--- config.mk ---
export PLATFORM = sky130hd
export DESIGN_NAME = bin2bcd_seq_flat
export DESIGN_NICKNAME = d
export VERILOG_FILES = /design/src/rtl/bin2bcd_seq_if.sv /design/src/rtl/bin2bcd_seq.sv /design/src/flat_wrapper.sv
export SDC_FILE = /design/constraint.sdc
export NUM_CORES = 1
export LEC_CHECK = 0
export ABC_AREA = 1
export CORE_ASPECT_RATIO = 0.7
export CORE_MARGIN = 3
export CORE_UTILIZATION = 51
export CTS_BUF_LIST = sky130_fd_sc_hd__clkbuf_8
export DETAILED_ROUTE_END_ITERATION = 16
export GPL_TIMING_DRIVEN = 0
export PLACE_DENSITY = 0.78
export SLEW_MARGIN = 20
export SYNTH_ARGS = -nofsm -noshare
export SYNTH_HDL_FRONTEND = slang
export SYNTH_SLANG_ARGS = --single-unit
--- constraint.sdc ---
create_clock -name clk -period 1.4 [get_ports clk]
set_input_delay 0.21 -clock clk [delete_from_list [all_inputs] [get_ports clk]]
set_output_delay 0.21 -clock clk [all_outputs]
set_load 0.02 [all_outputs]
--- src/rtl/bin2bcd_seq_if.sv ---
// Handshake/result bundle for bin2bcd_seq. The blank vector exists only when
// BIN2BCD_SEQ_BLANK_EN is defined.
interface bin2bcd_seq_if #(
  parameter int W  = 16,
  parameter int ND = 5
);
  logic            start;
  logic [W-1:0]    bin;
  logic            busy;
  logic            done;
  logic [4*ND-1:0] bcd;
`ifdef BIN2BCD_SEQ_BLANK_EN
  logic [ND-1:0]   blank;

  modport master (output start, bin, input busy, done, bcd, blank);
  modport slave  (input start, bin, output busy, done, bcd, blank);
`else
  modport master (output start, bin, input busy, done, bcd);
  modport slave  (input start, bin, output busy, done, bcd);
`endif
endinterface

--- src/rtl/bin2bcd_seq.sv ---
// Iterative shift-add-3 binary-to-BCD converter: one digit-correction step per clock.
// Optional macro BIN2BCD_SEQ_BLANK_EN adds a registered leading-zero blank vector.
module bin2bcd_seq_add3 (
  input  logic [3:0] d,
  output logic [3:0] q
);
  assign q = (d >= 4'd5) ? d + 4'd3 : d;
endmodule

module bin2bcd_seq #(
  parameter int W  = 16,
  parameter int ND = 5
) (
  input  logic          clk,
  input  logic          reset,
  bin2bcd_seq_if.slave  io
);
  localparam int SRW = 4*ND + W;
  localparam int CW  = $clog2(W + 1);
  localparam logic [CW-1:0] LAST = CW'(W - 1);

  if ((64'd10 ** ND) <= ((64'd1 << W) - 64'd1)) begin : g_nd_chk
    $error("bin2bcd_seq: ND digits cannot hold 2^W-1");
  end

  typedef enum logic {IDLE, CONV} state_t;

  state_t          state_q, state_d;
  logic [SRW-1:0]  sr_q, sr_next;
  logic [CW-1:0]   cnt_q;
  logic [4*ND-1:0] bcd_q, acc_corr, new_bcd;
  logic            done_q;
  logic            load, step, last;

  // Correct every digit in parallel; digits never carry into each other.
  for (genvar i = 0; i < ND; i++) begin : g_dig
    bin2bcd_seq_add3 u_add3 (.d(sr_q[W + 4*i +: 4]), .q(acc_corr[4*i +: 4]));
  end

  assign sr_next = {acc_corr[4*ND-2:0], sr_q[W-1:0], 1'b0};
  assign new_bcd = sr_next[SRW-1:W];

  always_ff @(posedge clk or negedge reset) begin
    if (!reset) state_q <= IDLE;
    else        state_q <= state_d;
  end

  always_comb begin
    state_d = state_q;
    load    = 1'b0;
    step    = 1'b0;
    last    = 1'b0;
    case (state_q)
      IDLE: if (io.start) begin
        state_d = CONV;
        load    = 1'b1;
      end
      CONV: begin
        step = 1'b1;
        if (cnt_q == LAST) begin
          last    = 1'b1;
          state_d = IDLE;
        end
      end
      default: state_d = IDLE;
    endcase
  end

  always_ff @(posedge clk or negedge reset) begin
    if (!reset) begin
      sr_q   <= '0;
      cnt_q  <= '0;
      bcd_q  <= '0;
      done_q <= 1'b0;
    end else begin
      if (load) begin
        sr_q  <= {{(4*ND){1'b0}}, io.bin};
        cnt_q <= '0;
      end else if (step) begin
        sr_q  <= sr_next;
        cnt_q <= cnt_q + 1'b1;
      end
      done_q <= last;
      if (last) bcd_q <= new_bcd;
    end
  end

  assign io.busy = (state_q == CONV);
  assign io.done = done_q;
  assign io.bcd  = bcd_q;

`ifdef BIN2BCD_SEQ_BLANK_EN
  logic [ND-1:0] blank_d, blank_q;

  // A digit blanks only if it and every digit above it are zero; digit 0 never blanks.
  always_comb begin
    logic z;
    blank_d = '0;
    z       = 1'b1;
    for (int i = ND-1; i >= 1; i--) begin
      z          = z & (new_bcd[4*i +: 4] == 4'd0);
      blank_d[i] = z;
    end
  end

  always_ff @(posedge clk or negedge reset) begin
    if (!reset)    blank_q <= {ND{1'b1}} << 1;
    else if (last) blank_q <= blank_d;
  end

  assign io.blank = blank_q;
`endif
endmodule
--- src/flat_wrapper.sv ---
// flat-port wrapper written by rule: the top's interface ports become plain ports
module bin2bcd_seq_flat 
#(
  parameter int W  = 16,
  parameter int ND = 5
)
  (clk, reset, io_start, io_bin, io_busy, io_done, io_bcd);
  bin2bcd_seq_if #(.W(W), .ND(ND)) io_i ();
  input  logic clk;
  input  logic reset;
  input wire logic [$bits(io_i.start)-1:0] io_start;
  input wire logic [$bits(io_i.bin)-1:0] io_bin;
  output wire logic [$bits(io_i.busy)-1:0] io_busy;
  output wire logic [$bits(io_i.done)-1:0] io_done;
  output wire logic [$bits(io_i.bcd)-1:0] io_bcd;
  assign io_i.start = io_start;
  assign io_i.bin = io_bin;
  assign io_busy = io_i.busy;
  assign io_done = io_i.done;
  assign io_bcd = io_i.bcd;
  bin2bcd_seq #(.W(W), .ND(ND)) u_core (.clk(clk), .reset(reset), .io(io_i));
endmodule
==> summary.md, run 1 <==
| Metric | Value |
|---|---|
| Final worst slack | `-50.84 ps` |
| Async SR Flop Fraction | `1.000` |
| Post-synth top area cell | `dfrtp_1` |
| Most used flip-flop cell after synthesis | `dfrtp_1` |
| Avg Cell Area, Syn | `8.758 µm²` |
| Most frequent cell after synthesis | `nand2_1` |
| CP top delay family | `flip-flops` |
| P_leak | `2.088 nW` |
| Synth unique cells | `22` |
| Post-synthesis cell count | `348` |
| Final Max Tran Viols | `0` |
| ANT cells | `0` |
| #FFs+latches synth | `63` |
| Drt drc | `0` |
| Grt ovf | `0` |
| Slowest stage delay, CP | `460 ps` |
| Cell count of the worst reg-to-reg path | `8` |
| I/O Buffers | `40` |
| Design Area, Final | `4283 µm²` |
| Core area | `5505 µm²` |
| First-pass GRT wire length | `12,920 µm` |
| Layout Area Growth over Synthesis | `40.52%` |
| Required @ worst endpoint | `1650 ps` |
| Pre-CTS WS | `-175.4 ps` |
| Initial DRC count | `242` |
| Clock skew | `8.628 ps` |
| Vias | `2,821` |
| RSZ-0062 raised after global routing | `yes` |
| Critical R2R Launch | `u_core.sr_q[20]$_DFFE_PN0P_` |
| Max Cap Viol | `0` |
| Status | `finished, violations left` |
| Inst Count DP | `461` |
| Crit end category | `register` |
| Post-route minimum period | `1451 ps` |
| R2r setup slk | `-50 ps` |
| Fill cells | `349` |
| CP arrival | `1700 ps` |
| Site row count | `22` |
| Die Wd | `98.40 µm` |
| Synthesis Warnings | `0` |
| Sequential fraction of the synthesis area | `0.5172` |
| I/O Pins | `41` |
| H-tree Lvls | `3` |
| Worst path bufs/invs | `3` |
| GRT Overall Usage | `0.2345` |
| Final Hold Fails | `0` |
| Die Y | `70.68 µm` |
| Worst setup SP type | `register` |
| Post-synth EDFFs | `0` |
| Root Driver | `clkbuf_8` |
| Commonest cells post-synth | `nand2_1, dfrtp_1, nand3_1` |
| Die ar. | `6955 µm²` |
| Worst slew pin tran | `548.1 ps` |
| Bufs on Longest Clock Path | `2` |
| Fmax | `689.3 MHz` |
| Number of global-route vias before repair | `2,683` |
| Fin cells | `497` |
| Final setup vio count | `21` |
| TritonCTS clock tree | `done` |
| Top cell type's share of synthesized area | `0.5172` |
| CTS Sinks | `63` |
| Inserted Clock Buffers | `9` |
| Clock slew at reported path FFs | `70 ps` |
| Post-DP Area | `3591 µm²` |
| Worst hold path type | `in -> async` |
| Routed wire per std cell | `16.94 µm` |
| Crit path max-delay cell type | `dfrtp_2` |
| PwrDens | `2292 nW/µm²` |
| Layout Nets | `451` |
| Largest net degree at the start of global routing | `48` |
| Slew margin rel. | `0.6346` |
| Initial core utilization | `0.5536` |
| Detailed-placement wirelength estimate | `4567 µm` |
| DRT Wirelength | `8419 µm` |
| CP Max Fanout | `5` |
| Antenna-violating nets left | `0` |
| Crit Path Category | `reg -> reg` |
| Vias/cell | `5.676` |
| Clk Latency, worst-skew pair | `350 ps` |
| Mapped cell area | `3048 µm²` |
| Crit-path cells | `inv_2 -> ha_2 -> inv_1 -> nand2_2 -> nand3_4 -> buf_4 -> nand3_2 -> nand2_1` |
| Share of cells above drive strength 1 | `0.2941` |
| Reg2reg end | `u_core.io.bcd[8]$_DFFE_PN0P_` |
| Initial antenna violation count | `0` |
| Synth area leaders | `dfrtp_1, nand2_1, nand3_1` |
| Final period util | `1.036` |
| Worst VDD drop | `1.120 mV` |
| GPL Wtd Cong | `0.9186` |
| Failing checks | `setup timing` |
| Mapped Nets | `379` |
| DR pass1 iterations | `5` |
==> layout make-up <==
class                           instances  area, µm²  share of cell area
Sequential cell                        63       1580              0.3690
Multi-Input combinational cell        236       1481              0.3459
Timing Repair Buffer                   61      634.4              0.1481
Inverter                               37      151.4             0.03535
Clock buffer                           10      137.6             0.03214
Buffer                                 12      106.4             0.02483
Clock inverter                          6      101.3             0.02366
Tap cell                               72      90.09             0.02103
==> through the flow <==
step	util	hold WS [ps]	power, mW	TNS, ps
floorplan	-	-85.59	5.681	0
global route	0.7780	283.6	10.50	-3171
global placement	0.6477	461.6	6.720	-126260
finish	0.7780	266.7	9.818	-730.1
CTS	0.7400	268.0	8.984	-512.7
detailed placement	0.6523	97.23	6.871	-3299
==> cells by family (layout without fill, tap and decap cells) <==
family          after synthesis  in the layout  share of synthesized area
simple gates                185            185                     0.2590
flops                        63             63                     0.5172
buf+inv                      49            126                    0.07430
compound gates               39             39                     0.1002
fa+ha+maj                    12             12                    0.04926
==> timing repair <==
action | 4_1_cts | 5_1_grt
buffers inserted | 8 | 8
endpoints found under the setup margin | 44 | 38
hold endpoints to repair | 16 | 0
gates resized for setup | 60 | 52
pin swaps | 10 | 8
cloned | 3 | 0
hold buffers | 1 | 0
==> where the power goes <==
group	leakage (nW)	switching, mW	internal [mW]
Sequential	0.789	0.589	2.59
Clock	0.130	0.701	1.21
Combinational	1.17	2.87	1.85
==> worst max-delay path by stage <==
stage	startpoint	cells past startpoint	end	slack (ps)
after floorplan	u_core.cnt_q[0]$_DFFE_PN0P_	8	u_core.io.bcd[12]$_DFFE_PN0P_	10
after global placement	reset	1	u_core.io.bcd[10]$_DFFE_PN0P_	-1960
after detailed placement	u_core.cnt_q[0]$_DFFE_PN0P_	6	u_core.io.bcd[0]$_DFFE_PN0P_	-180
after CTS	u_core.cnt_q[0]$_DFFE_PN0P_	8	u_core.io.bcd[11]$_DFFE_PN0P_	-50
after global routing	u_core.sr_q[33]$_DFFE_PN0P_	8	u_core.sr_q[34]$_DFFE_PN0P_	-170
final	u_core.sr_q[20]$_DFFE_PN0P_	8	u_core.io.bcd[8]$_DFFE_PN0P_	-50
==> layout by cell type, fill, tap and decap left out, types with 8 or more instances in the layout <==
master	n
o221ai_1	8
buf_4	13
inv_1	30
clkdlybuf4s50_1	17
nand3_2	14
inv_2	8
nand2_1	87
dfrtp_1	60
ha_1	9
dlygate4sd2_1	22
nand3_1	27
clkbuf_8	10
nand2_2	30
nand4_1	11
o21ai_0	11
==> flip-flops by register name, indices dropped and copies added (netlist names) <==
name	cells
u_core.io.done	1
u_core.sr_q	36
u_core.cnt_q	5
u_core.io.busy	1
u_core.io.bcd	20
==> per-layer routing <==
metal  global-route usage  share of wire  vias to the layer above
li1                     -              -                     1299
met1               0.3114           0.42                     1353
met2               0.3663           0.47                      137
met3              0.07094          0.077                       32
met4              0.08788          0.030                        0
met5                    0              0                        -
(Power assumes the default switching activity.)
==> run 2, diff against run 1 <==
Settings changed: CORE_UTILIZATION 51 to 52, PLACE_DENSITY 0.78 to 0.79, SYNTH_HIERARCHICAL set to 1.
==> summary.md, run 2 <==
| Metric | Value |
|---|---|
| Site row count | `23` |
| Most common cell after layout, fill and taps aside | `nand2_1` |
| Inst Count DP | `499` |
| Required @ worst endpoint | `1630 ps` |
| Share of cells above drive strength 1 | `0.2212` |
| Routed wire per std cell | `13.37 µm` |
| Crit Path Category | `reg -> reg` |
| I/O Pins | `41` |
| Reg with most FFs | `u_core/sr_q` |
| Synthesis Warnings | `6` |
| Fin cells | `527` |
| Fmax | `709.4 MHz` |
| Worst path bufs/invs | `1` |
| Worst slew pin tran | `496.9 ps` |
| Mapped Nets | `414` |
| Inserted Clock Buffers | `9` |
| Core area | `5784 µm²` |
| First-pass GRT wire length | `11,480 µm` |
| Slowest stage delay, CP | `430 ps` |
| Layout Nets | `478` |
| Worst VDD drop | `1.122 mV` |
| Final Max Tran Viols | `0` |
| Number of global-route vias before repair | `2,489` |
| Vias/cell | `5.123` |
| Die Wd | `98.92 µm` |
| Failing checks | `setup timing` |
| GPL Wtd Cong | `0.8024` |
| Antenna-violating nets left | `0` |
| Detailed-placement wirelength estimate | `4685 µm` |
| Initial antenna violation count | `0` |
| Clock skew | `5.055 ps` |
| Top cell by count, worst path | `nand2_1` |
| Worst setup SP type | `register` |
| Mapped cell area | `3143 µm²` |
| H-tree Lvls | `3` |
| Initial core utilization | `0.5434` |
| Status | `finished, violations left` |
| CTS Sinks | `63` |
| Die ar. | `7028 µm²` |
| Root Driver | `clkbuf_8` |
| Max Cap Viol | `0` |
| Slew margin rel. | `0.6687` |
| Crit end category | `register` |
| Initial DRC count | `178` |
| Post-synthesis cell count | `383` |
| Bufs on Longest Clock Path | `2` |
| Layout Area Growth over Synthesis | `29.14%` |
| DRT Wirelength | `7046 µm` |
| GRT Overall Usage | `0.2102` |
| Drt drc | `0` |
| CP arrival | `1640 ps` |
| RSZ-0062 raised after global routing | `yes` |
| Final worst slack | `-9.725 ps` |
| DR pass1 iterations | `5` |
| CP Max Fanout | `4` |
| Clock slew at reported path FFs | `60 ps` |
| PwrDens | `2394 nW/µm²` |
| Final Hold Fails | `0` |
| Crit path max-delay cell type | `dfrtp_1` |
| Final setup vio count | `1` |
| Worst hold path type | `in -> async` |
| Most frequent cells in the layout | `nand2_1, dfrtp_1, inv_1` |
| CP top delay family | `flip-flops` |
| Clk Latency, worst-skew pair | `350 ps` |
| P_leak | `2.039 nW` |
| Crit-path cells | `ha_1 -> nand2_1 -> nand2_2 -> o21ai_0 -> nand2_1 -> inv_1 -> o21ai_1` |
| TritonCTS clock tree | `done` |
| Max reg flops | `36` |
| Grt ovf | `0` |
| Post-route minimum period | `1410 ps` |
| Largest net degree at the start of global routing | `52` |
| Power Total | `9.716 mW` |
| Die Y | `71.05 µm` |
| I/O Buffers | `40` |
| ANT cells | `0` |
| Design Area, Final | `4059 µm²` |
| Vias | `2,700` |
| Avg Cell Area, Syn | `8.206 µm²` |
| Final period util | `1.007` |
| Post-DP Area | `3662 µm²` |
run 2: cell count changes in the layout (fill, tap and decap cells not counted), sizes merged, moves of 10 or more:
cell   before  now
o21ai      18   56
nand3      42   20
nor2        8   29
nand2     123  136
nand4      11    0
inv        40   50
run 2: worst reg2reg max path, stage by stage (launching register included):
cell,delay (ps)
dfrtp_1,430
ha_1,210
nand2_1,80
nand2_2,70
o21ai_0,200
nand2_1,80
inv_1,130
o21ai_1,100
run 2: worst paths after layout:
path                                                   start                            to  slack, ps  depth (start not counted)
min in group clk                                   io_bin[0]    u_core/sr_q[0]$_DFFE_PN0P_        410                          3
worst max-delay path             u_core/sr_q[20]$_DFFE_PN0P_  u_core/io.bcd[5]$_DFFE_PN0P_        -10                          7
worst max register to register   u_core/sr_q[20]$_DFFE_PN0P_  u_core/io.bcd[5]$_DFFE_PN0P_        -10                          7
max in group asynchronous                              reset   u_core/sr_q[28]$_DFFE_PN0P_        640                          3
worst min register to register  u_core/io.bcd[1]$_DFFE_PN0P_  u_core/io.bcd[1]$_DFFE_PN0P_        480                          2
worst min-delay path                                   reset  u_core/io.bcd[7]$_DFFE_PN0P_        250                          2
run 2: timing repair:
item                                    in CTS  in global routing
gates cloned                                 1                  0
endpoints found under the hold margin       24                  0
resized for setup                           30                 39
pin swaps                                    1                 10
hold buffers                                 1                  0
endpoints found under the setup margin      47                 34
setup buffers                                3                  7
run 2: final cells by class:
cell class / count / area (µm²)
fillers: 448 / 1725
flip-flops and latches: 63 / 1579
multi-input cells: 259 / 1394
repair buffers: 53 / 494.2
inverters: 48 / 180.2
clock buffers: 11 / 151.4
plain buffers: 13 / 93.84
well taps: 75 / 93.84
clock inverters: 5 / 72.57
run 2: per-stage QoR:
| step | setup slack [ps] | utilization | TNS, ps | hold WS, ps |
|---|---|---|---|---|
| detailed placement | -54.44 | 0.6331 | -708.1 | 74.27 |
| global placement | -1918 | 0.6288 | -120830 | 468.8 |
| floorplan | 97.25 | - | 0 | -85.59 |
| finish | -9.725 | 0.7017 | -9.725 | 253.8 |
| global route | -74.21 | 0.7017 | -950.3 | 241.3 |
| CTS | 11.27 | 0.6781 | 0 | 243.8 |
run 2: layer usage:
metal	up-vias	global-route usage	share of wire
met5	-	0	0
met4	0	0.06212	0.012
met3	11	0.08079	0.067
met2	84	0.3125	0.47
met1	1279	0.2879	0.45
li1	1326	-	-
run 2: where the power goes:
group          internal, mW  switching, mW
sequential             2.62          0.589
clock                  1.08          0.678
combinational          1.87           2.88
total                  5.57           4.15
==> run 3, diff against run 2 <==
Settings changed: CORE_UTILIZATION 52 to 44, PLACE_DENSITY 0.79 to 0.66.
Clock period 1.4 ns to 1.7 ns, I/O delays scaled along.
==> summary.md, run 3 (synthesis results as in run 2) <==
| Metric | Value |
|---|---|
| Status | `complete, no violations` |
| Core area | `6850 µm²` |
| Clock share of power | `0.146` |
| Layout Area Growth over Synthesis | `22.37%` |
| Clk Latency, worst-skew pair | `330 ps` |
| Final worst slack | `86.38 ps` |
| Slowest stage delay, CP | `620 ps` |
| Crit path max-delay cell type | `clkdlybuf4s50_1` |
| PostCTS Resize Cnt | `0` |
| GR peak layer | `met1` |
| Post-DP Area | `3679 µm²` |
| Flop pwr share | `0.363` |
| Final setup vio count | `0` |
| Worst VDD drop | `0.9451 mV` |
| RSZ-0062 raised after global routing | `no` |
| Most common cell after layout, fill and taps aside | `nand2_1` |
| First-pass GRT wire length | `11,110 µm` |
| Cell count of the worst reg-to-reg path | `8` |
| Grt ovf | `0` |
| PwrDens | `1883 nW/µm²` |
| Root Driver | `clkbuf_8` |
| P_leak | `1.887 nW` |
| Max Cap Viol | `0` |
| Met3 Resource Use GR | `0.06476` |
| Inserted Clock Buffers | `9` |
| Share of cells above drive strength 1 | `0.1273` |
| Crit end category | `output port` |
| Pre-CTS WS | `231.0 ps` |
| Clock skew | `3.565 ps` |
| Clock slew at reported path FFs | `60 ps` |
| Fin Setup TNS | `0 ps` |
| Initial core utilization | `0.4588` |
| Met1 usage | `0.2440` |
| TritonCTS clock tree | `done` |
| Cell internal pwr | `4.117 mW` |
| Initial DRC count | `116` |
| Die Wd | `107.0 µm` |
| Design Area, Final | `3846 µm²` |
| Final period util | `0.9492` |
| Crit Path Category | `reg -> out` |
| Crit path depth | `1` |
| CP Max Fanout | `4` |
| I/O Pins | `41` |
| CTS Sinks | `63` |
| Post-route minimum period | `1614 ps` |
| Switching share of total power | `0.4314` |
| Reg with most FFs | `u_core/sr_q` |
| Die Y | `76.71 µm` |
| GRT Overall Usage | `0.1696` |
| Antenna-violating nets left | `0` |
| NetSw | `3.124 mW` |
| H-tree Lvls | `3` |
| DRT Wirelength | `6392 µm` |
| Site row count | `25` |
| Die ar. | `8209 µm²` |
| Worst slew pin tran | `446.5 ps` |
| Vias | `2,489` |
| Max reg flops | `36` |
| Number of global-route vias before repair | `2,454` |
| Worst setup SP type | `register` |
| GPL Wtd Cong | `0.8242` |
| ANT cells | `0` |
| Crit-path cells | `clkdlybuf4s50_1` |
| Vias/cell | `4.661` |
| Bufs on Longest Clock Path | `2` |
| Power Total | `7.241 mW` |
| Final Hold Fails | `0` |
| Initial antenna violation count | `0` |
| Worst hold path type | `in -> async` |
| I/O Buffers | `40` |
| CP top delay family | `buffers and inverters` |
| Layout Nets | `467` |
| Largest net degree at the start of global routing | `40` |
| Finished Core Util | `0.5615` |
| Final Max Tran Viols | `0` |
| Gate power share | `0.491` |
| Detailed-placement wirelength estimate | `4681 µm` |
| Routed wire per std cell | `11.97 µm` |
| Fmax | `619.7 MHz` |
| Required @ worst endpoint | `1440 ps` |
| Slew margin rel. | `0.7023` |
| CP arrival | `1360 ps` |
| DR pass1 iterations | `4` |
| Most frequent cells in the layout | `nand2_1, dfrtp_1, inv_1` |
| Grt met2 use | `0.2412` |
| Drt drc | `0` |
| Worst path bufs/invs | `1` |
## run 3: cell count changes in the layout (fill, tap and decap cells not counted), moves of 8 or more
cell / before / now
inv_2: 16 / 7
inv_1: 34 / 45
dlygate4sd2_1: 22 / 0
o21ai_0: 17 / 25
buf_4: 12 / 4
clkdlybuf4s50_1: 17 / 39
ha_1: 4 / 12
## run 3: path summary, 6_finish.rpt
kind                                         startpoint                            to  slack, ps
max                            u_core/io.busy$_DFF_PN0_                       io_busy         90
min                                               reset  u_core/io.bcd[7]$_DFFE_PN0P_        370
max reg2reg                 u_core/sr_q[20]$_DFFE_PN0P_   u_core/sr_q[22]$_DFFE_PN0P_        220
min reg2reg                u_core/io.bcd[4]$_DFFE_PN0P_  u_core/io.bcd[4]$_DFFE_PN0P_        490
max in group asynchronous                         reset    u_core/sr_q[2]$_DFFE_PN0P_        820
min in group clk                              io_bin[0]    u_core/sr_q[0]$_DFFE_PN0P_        460
## run 3: metal layers
metal / wire (µm) / vias up
met1: 3388 / 1140
met5: 0 / -
li1: - / 1300
met2: 2676 / 43
met4: 55 / 0
met3: 272 / 6
## run 3: power groups by stage
| stage | sequential (mW) | combinational, mW | clock (mW) |
|---|---|---|---|
| after floorplan | 2.81 | 2.28 | 0 |
| after global placement | 2.63 | 3.48 | 0 |
| after detailed placement | 2.64 | 3.57 | 0 |
| after CTS | 2.63 | 3.59 | 1.10 |
| after global routing | 2.73 | 4.01 | 1.18 |
| final | 2.63 | 3.56 | 1.05 |
## run 3: through the flow
| step | cells | hold WS, ps |
|---|---|---|
| global placement | 517 | 471.2 |
| detailed placement | 518 | 180.8 |
| finish | 534 | 365.2 |
| global route | 534 | 367.1 |
| CTS | 534 | 350.8 |
| floorplan | 383 | -40.59 |
## run 3: what timing repair did
action,in CTS,in global routing
endpoints found under the hold margin,24,0
buffers inserted,0,0
hold buffers,1,0
## run 3: cell type report
class | instances | area (µm²)
clock buffer | 10 | 137.6
sequential | 63 | 1577
buffer | 13 | 82.58
multi-input combinational | 259 | 1304
tap | 94 | 117.6
timing repair buffer | 42 | 427.9
fill | 639 | 3004
inverter | 48 | 180.2
clock inverter | 5 | 20.02
